[src/rtl/cpu_pkg.sv]
// ============================================================================
// Module      : cpu_pkg
// Description : Shared widths, ALU opcodes and source-select encodings.
// Revision    : 1.0
// ============================================================================
`default_nettype none

package cpu_pkg;

    localparam int CPU_DATA_W = 8;
    localparam int CPU_ADDR_W = 8;

    localparam logic [2:0] ALU_ADD = 3'b000;
    localparam logic [2:0] ALU_AND = 3'b001;
    localparam logic [2:0] ALU_NOT = 3'b010;

    // Register input source (a_sel / b_sel)
    localparam logic SRC_MEM = 1'b0;
    localparam logic SRC_ALU = 1'b1;

    // Operand / store / jump-base source (A or B)
    localparam logic SEL_A = 1'b0;
    localparam logic SEL_B = 1'b1;

endpackage

`default_nettype wire

[src/rtl/cpu_datapath_if.sv]
// ============================================================================
// Module      : cpu_datapath_if
// Description : External single-port memory bus between datapath and memory.
// Revision    : 1.0
// ============================================================================
`default_nettype none

interface cpu_datapath_if
    import cpu_pkg::*;
#(
    parameter int DATA_W = CPU_DATA_W,
    parameter int ADDR_W = CPU_ADDR_W
) ();

    logic [ADDR_W-1:0] mem_addr;
    logic [DATA_W-1:0] mem_wdata;
    logic              mem_we_o;
    logic [DATA_W-1:0] mem_rdata;

    modport master (
        output mem_addr,
        output mem_wdata,
        output mem_we_o,
        input  mem_rdata
    );

    modport slave (
        input  mem_addr,
        input  mem_wdata,
        input  mem_we_o,
        output mem_rdata
    );

endinterface

`default_nettype wire

[src/rtl/cpu_alu.sv]
// ============================================================================
// Module      : cpu_alu
// Description : Combinational ALU: ADD (carry dropped), AND, NOT X, else zero.
// Revision    : 1.0
// ============================================================================
`default_nettype none

module cpu_alu
    import cpu_pkg::*;
#(
    parameter int DATA_W = CPU_DATA_W
) (
    input  wire logic [DATA_W-1:0] i_x,
    input  wire logic [DATA_W-1:0] i_y,
    input  wire logic [2:0]        i_opcode,
    output logic      [DATA_W-1:0] o_result
);

    always_comb begin
        o_result = '0;
        case (i_opcode)
            ALU_ADD: o_result = i_x + i_y;
            ALU_AND: o_result = i_x & i_y;
            ALU_NOT: o_result = ~i_x;
            default: o_result = '0;
        endcase
    end

endmodule

`default_nettype wire

[src/rtl/cpu_datapath.sv]
// ============================================================================
// Module      : cpu_datapath
// Description : PC, IR, A, B, ALU output register and zero flag of the 8-bit CPU.
// Revision    : 1.0
// ============================================================================
`default_nettype none

module cpu_datapath
    import cpu_pkg::*;
#(
    parameter int DATA_W = CPU_DATA_W,
    parameter int ADDR_W = CPU_ADDR_W
) (
    input  wire logic              clk,
    input  wire logic              reset_n,
    input  wire logic              pc_we,
    input  wire logic              pc_sel,
    input  wire logic              pc_jmp_sel,
    input  wire logic [3:0]        pc_offset,
    input  wire logic              addr_sel,
    input  wire logic [3:0]        addr_offset,
    input  wire logic              mem_sel,
    input  wire logic              mem_we,
    input  wire logic [2:0]        alu_opcode,
    input  wire logic              alu_sel_a,
    input  wire logic              alu_sel_b,
    input  wire logic              alu_we,
    input  wire logic              zf_we,
    input  wire logic              ir_we,
    input  wire logic              a_sel,
    input  wire logic              b_sel,
    input  wire logic              a_we,
    input  wire logic              b_we,
    input  wire logic              halt,
    cpu_datapath_if.master         mem,
    output logic      [7:0]        instr,
    output logic                   zf,
    output logic      [ADDR_W-1:0] pc,
    output logic      [DATA_W-1:0] reg_a,
    output logic      [DATA_W-1:0] reg_b
);

    logic [ADDR_W-1:0] r_pc;
    logic [7:0]        r_ir;
    logic [DATA_W-1:0] r_a;
    logic [DATA_W-1:0] r_b;
    logic [DATA_W-1:0] r_alu;
    logic              r_zf;

    logic [DATA_W-1:0] w_jmp_base;
    logic [ADDR_W-1:0] w_pc_next;
    logic [DATA_W-1:0] w_x;
    logic [DATA_W-1:0] w_y;
    logic [DATA_W-1:0] w_alu_res;

    assign w_jmp_base = (pc_jmp_sel == SEL_B) ? r_b : r_a;
    assign w_pc_next  = pc_sel ? (ADDR_W'(w_jmp_base) + ADDR_W'(pc_offset))
                               : (r_pc + ADDR_W'(1));

    assign w_x = (alu_sel_a == SEL_B) ? r_b : r_a;
    assign w_y = (alu_sel_b == SEL_B) ? r_b : r_a;

    cpu_alu #(
        .DATA_W   (DATA_W)
    ) u_alu (
        .i_x      (w_x),
        .i_y      (w_y),
        .i_opcode (alu_opcode),
        .o_result (w_alu_res)
    );

    assign mem.mem_addr  = addr_sel ? (r_pc + ADDR_W'(addr_offset)) : r_pc;
    assign mem.mem_wdata = (mem_sel == SEL_B) ? r_b : r_a;
    assign mem.mem_we_o  = mem_we & ~halt;

    // Zero flag samples the live ALU result, not the ALU output register.
    always_ff @(posedge clk or negedge reset_n) begin
        if (!reset_n) begin
            r_pc  <= '0;
            r_ir  <= '0;
            r_a   <= '0;
            r_b   <= '0;
            r_alu <= '0;
            r_zf  <= 1'b0;
        end else if (!halt) begin
            if (pc_we)  r_pc  <= w_pc_next;
            if (ir_we)  r_ir  <= mem.mem_rdata[7:0];
            if (alu_we) r_alu <= w_alu_res;
            if (zf_we)  r_zf  <= (w_alu_res == '0);
            if (a_we)   r_a   <= (a_sel == SRC_ALU) ? r_alu : mem.mem_rdata;
            if (b_we)   r_b   <= (b_sel == SRC_ALU) ? r_alu : mem.mem_rdata;
        end
    end

    assign pc    = r_pc;
    assign instr = r_ir;
    assign zf    = r_zf;
    assign reg_a = r_a;
    assign reg_b = r_b;

endmodule

`default_nettype wire

[src/flat_wrapper.sv]
// flat-port wrapper written by rule: the top's interface ports become plain ports
module cpu_datapath_flat import cpu_pkg::*;
#(
    parameter int DATA_W = CPU_DATA_W,
    parameter int ADDR_W = CPU_ADDR_W
)
  (clk, reset_n, pc_we, pc_sel, pc_jmp_sel, pc_offset, addr_sel, addr_offset, mem_sel, mem_we, alu_opcode, alu_sel_a, alu_sel_b, alu_we, zf_we, ir_we, a_sel, b_sel, a_we, b_we, halt, instr, zf, pc, reg_a, reg_b, mem_mem_addr, mem_mem_wdata, mem_mem_we_o, mem_mem_rdata);
  cpu_datapath_if #(.DATA_W(DATA_W), .ADDR_W(ADDR_W)) mem_i ();
  input  wire logic clk;
  input  wire logic reset_n;
  input  wire logic pc_we;
  input  wire logic pc_sel;
  input  wire logic pc_jmp_sel;
  input  wire logic [3:0] pc_offset;
  input  wire logic addr_sel;
  input  wire logic [3:0] addr_offset;
  input  wire logic mem_sel;
  input  wire logic mem_we;
  input  wire logic [2:0] alu_opcode;
  input  wire logic alu_sel_a;
  input  wire logic alu_sel_b;
  input  wire logic alu_we;
  input  wire logic zf_we;
  input  wire logic ir_we;
  input  wire logic a_sel;
  input  wire logic b_sel;
  input  wire logic a_we;
  input  wire logic b_we;
  input  wire logic halt;
  output logic      [7:0] instr;
  output logic zf;
  output logic      [ADDR_W-1:0] pc;
  output logic      [DATA_W-1:0] reg_a;
  output logic      [DATA_W-1:0] reg_b;
  output wire logic [$bits(mem_i.mem_addr)-1:0] mem_mem_addr;
  output wire logic [$bits(mem_i.mem_wdata)-1:0] mem_mem_wdata;
  output wire logic [$bits(mem_i.mem_we_o)-1:0] mem_mem_we_o;
  input wire logic [$bits(mem_i.mem_rdata)-1:0] mem_mem_rdata;
  assign mem_mem_addr = mem_i.mem_addr;
  assign mem_mem_wdata = mem_i.mem_wdata;
  assign mem_mem_we_o = mem_i.mem_we_o;
  assign mem_i.mem_rdata = mem_mem_rdata;
  cpu_datapath #(.DATA_W(DATA_W), .ADDR_W(ADDR_W)) u_core (.clk(clk), .reset_n(reset_n), .pc_we(pc_we), .pc_sel(pc_sel), .pc_jmp_sel(pc_jmp_sel), .pc_offset(pc_offset), .addr_sel(addr_sel), .addr_offset(addr_offset), .mem_sel(mem_sel), .mem_we(mem_we), .alu_opcode(alu_opcode), .alu_sel_a(alu_sel_a), .alu_sel_b(alu_sel_b), .alu_we(alu_we), .zf_we(zf_we), .ir_we(ir_we), .a_sel(a_sel), .b_sel(b_sel), .a_we(a_we), .b_we(b_we), .halt(halt), .mem(mem_i), .instr(instr), .zf(zf), .pc(pc), .reg_a(reg_a), .reg_b(reg_b));
endmodule
[config.mk]
export PLATFORM = sky130hd
export DESIGN_NAME = cpu_datapath_flat
export DESIGN_NICKNAME = d
export VERILOG_FILES = /design/src/rtl/cpu_pkg.sv /design/src/rtl/cpu_datapath_if.sv /design/src/rtl/cpu_alu.sv /design/src/rtl/cpu_datapath.sv /design/src/flat_wrapper.sv
export SDC_FILE = /design/constraint.sdc
export NUM_CORES = 1
export LEC_CHECK = 0
export ABC_AREA = 1
export BUFFER_PORTS_ARGS = -buffer_cell sky130_fd_sc_hd__buf_2
export CORE_UTILIZATION = 35
export CTS_CLUSTER_SIZE = 40
export DETAILED_ROUTE_END_ITERATION = 10
export PLACE_DENSITY_LB_ADDON = 0.12
export SLEW_MARGIN = 20
export SYNTH_ARGS = -nofsm -noshare
export SYNTH_HDL_FRONTEND = slang
export SYNTH_SLANG_ARGS = --single-unit
[constraint.sdc]
create_clock -name clk -period 2.8 [get_ports clk]
set_input_delay 0.42 -clock clk [delete_from_list [all_inputs] [get_ports clk]]
set_output_delay 0.42 -clock clk [all_outputs]
set_load 0.005 [all_outputs]
==> flow_summary.ini <==
[outcome]
status = completed

[clocking]
cts_tree = built
clk_path_buf_depth = 2
clk_pin_slew_ps = 90
clk_latency_ps = 290
cts_inserted_buffers = 5
holdBufCountCts = 0
h-tree-depth = 2
cts.sinks = 41
cts_setup_buffers = 0
cts-root-buf = clkbuf_8
cts_resized = 0

[logic_synthesis]
synth_compound_area_frac = 0.1897
syn_inst = 475
synth_area_leader_cell = dfrtp_1
avgSynthCellArea_um2 = 6.706
synth_nets = 532
yosysTopAreaCellShare = 0.3221
synthMuxAreaShare = 0.01767
ys_types = 28
ys_top_cells_by_area = dfrtp_1, nand2_1, o21ai_0, inv_1, ha_1
synth_top_family_by_area = simple AND/OR/NAND/NOR gates
ys_warn_count = 0
synthXorXnorAreaFrac = 0.01650
syn-cell-area_um2 = 3186
synthAdderAreaFrac = 0.08562
seq_area_frac_synth = 0.3221
synthSimpleGateAreaFrac = 0.2694
yosys_register_bits = 41

[sta]
finalSetupTns_ps = 0
fmax_mhz = 397.9
finClkSkew_ps = 8.612
hold_violations = 0
layout_min_cycle_time_ps = 2513
slew_violations = 0
worst_pin_slew_ps = 921.5
rsz0062_at_grt = false
max_slew_margin = 0.3834
setup_viol = 0
finalCritPeriodShare = 0.8975
setup_ws_ps = 287.0

[critical_path]
rr_endpoint = u_core.pc[6]
cp-end-kind = primary output
path_cells = ha_1 > inv_1 > fa_1 > inv_1 > nand3_1 > a31o_2 > nor2_1 > xor2_1 > buf_2
critical_path_required_ps = 2380
critical_path.max_fanout = 6
crit_path_end = mem_mem_addr[6]
reg2reg_from = u_core.reg_a[0]
rrSetupSlack_ps = 600
criticalPathCategory = flip-flop to primary output
cp_common_cell = inv_1
r2r_cells = 10
crit_arrival_ps = 2090
cp-startpoint = u_core.pc[0]
start_kind = flip-flop
critPathSlowestCell = dfrtp_1
slowest_delay_ps = 440

[cells_and_area]
drive_gt1_frac = 0.1896
nNetsFinal = 615
syn2layout_area_growth_pct = 20.03
final_common_cell = nand2_1
final_cell_mix = nand2_1, buf_2, o21ai_0, inv_1, dfrtp_1
diodes = 0
utilization = 0.4363

[global_routing]
grt_max_degree = 42
track_usage = 0.1963
grt_pass1_vias = 3034
grt_overflow = 0
antenna_found_initial = 0
grt_pass1_wl_um = 14990

[placement]
gp_congestion = 0.8399
dpl_worst_slack_ps = 370.4
dpl.hpwl_um = 7360
io_buffer_count = 86

[power]
powerDensity_nw_per_um2 = 561.2
p_leak_uw = 0.002058
ir_drop_mv = 0.2445
p_total_uw = 2146

[floorplanning]
die_h_um = 97.40
start_util = 0.3635
die_area_um2 = 9487
fp-row-count = 34
coreArea_um2 = 8763
die_x_um = 97.40
design.portCount = 87

[routing]
drt_iter0_drc = 149
routed_wl_um = 9018
drc = 0
via_count = 3305
drtPass1Iterations = 4
avgViaCountPerCell = 4.955
ant_nets = 0
wl_per_cell_um = 13.52

[flow_run]
drv_cap = 0

[worst_hold_path]
hp-class = input port to async pin
cell type report:
type	instances	area, um2
Fill cell	970	4940
Multi-Input combinational cell	353	1844
Sequential cell	41	1026
Timing Repair Buffer	87	440.4
Inverter	70	262.8
Tap cell	108	135.1
Clock buffer	5	68.82
Clock inverter	3	46.29
cell usage after synthesis, drive strengths merged:
master and n:
nand2 135, o21ai 74, inv 69, dfrtp 41, nor2 34, nand3 32, a21oi 20, ha 17
o211ai 11, clkbuf 7, xor2 6, mux2 5, a31oi 4, buf 4, fa 3, nand4 3
nand3b 2, nor3 2, or2 2, a22oi 1, a31o 1, clkinv 1, o22ai 1
sequential cells by signal, indices dropped and copies added, names as in the netlist:
name and cells:
u_core.zf 1, u_core.instr 8, u_core.r_alu 8, u_core.pc 8, u_core.reg_b 8, u_core.reg_a 8
worst max-delay path: cells and delay by family, from the launching register on:
kind	cells	cell delay, ps
adder cells (fa/ha/maj)	2	550
XOR/XNOR	1	140
AO/OA/AOI/OAI	1	220
buffers and inverters	3	260
AND/OR/NAND/NOR	2	190
flip-flops	1	440
metrics by stage:
step / instance area [um2] / cells / hold WS [ps]
CTS: 3821 / 667 / 314.0
global route: 3824 / 667 / 148.4
finish: 3824 / 667 / 116.4
global placement: 3706 / 659 / 469.5
detailed placement: 3706 / 659 / 473.9
floorplan: 3186 / 475 / 124.4
routing by layer:
metal | global-route usage | wire, um
met1 | 0.2878 | 4438
met2 | 0.3109 | 3972
met3 | 0.03309 | 583
met4 | 0.02376 | 24
met5 | 0 | 0
how the worst min path moves through the flow:
stage / slack [ps] / depth (start not counted) / endpoint / start
floorplan: 120 / 0 / u_core.instr[0] / reset_n
global placement: 470 / 2 / u_core.instr[6] / u_core.instr[6]
detailed placement: 470 / 2 / u_core.instr[6] / u_core.instr[6]
CTS: 310 / 1 / u_core.pc[6] / reset_n
global route: 150 / 1 / u_core.pc[6] / reset_n
finish: 120 / 1 / u_core.reg_a[1] / reset_n
power breakdown:
part,internal [uW],switching (uW)
clock,267,217
sequential,691,103
combinational,353,516
total,1310,835
logic make-up (layout without fill, tap and decap cells):
family                     count (synthesis)  after routing
and+or+nand+nor                          210            210
muxes                                      5              5
adders and majority gates                 20             20
DFF                                       41             41
xor gates and xnor gates                   6              6
AOI/OAI and AO/OA                        112            112
buffers and inverters                     81            165
No activity file was read; power rests on OpenSTA's default activity.
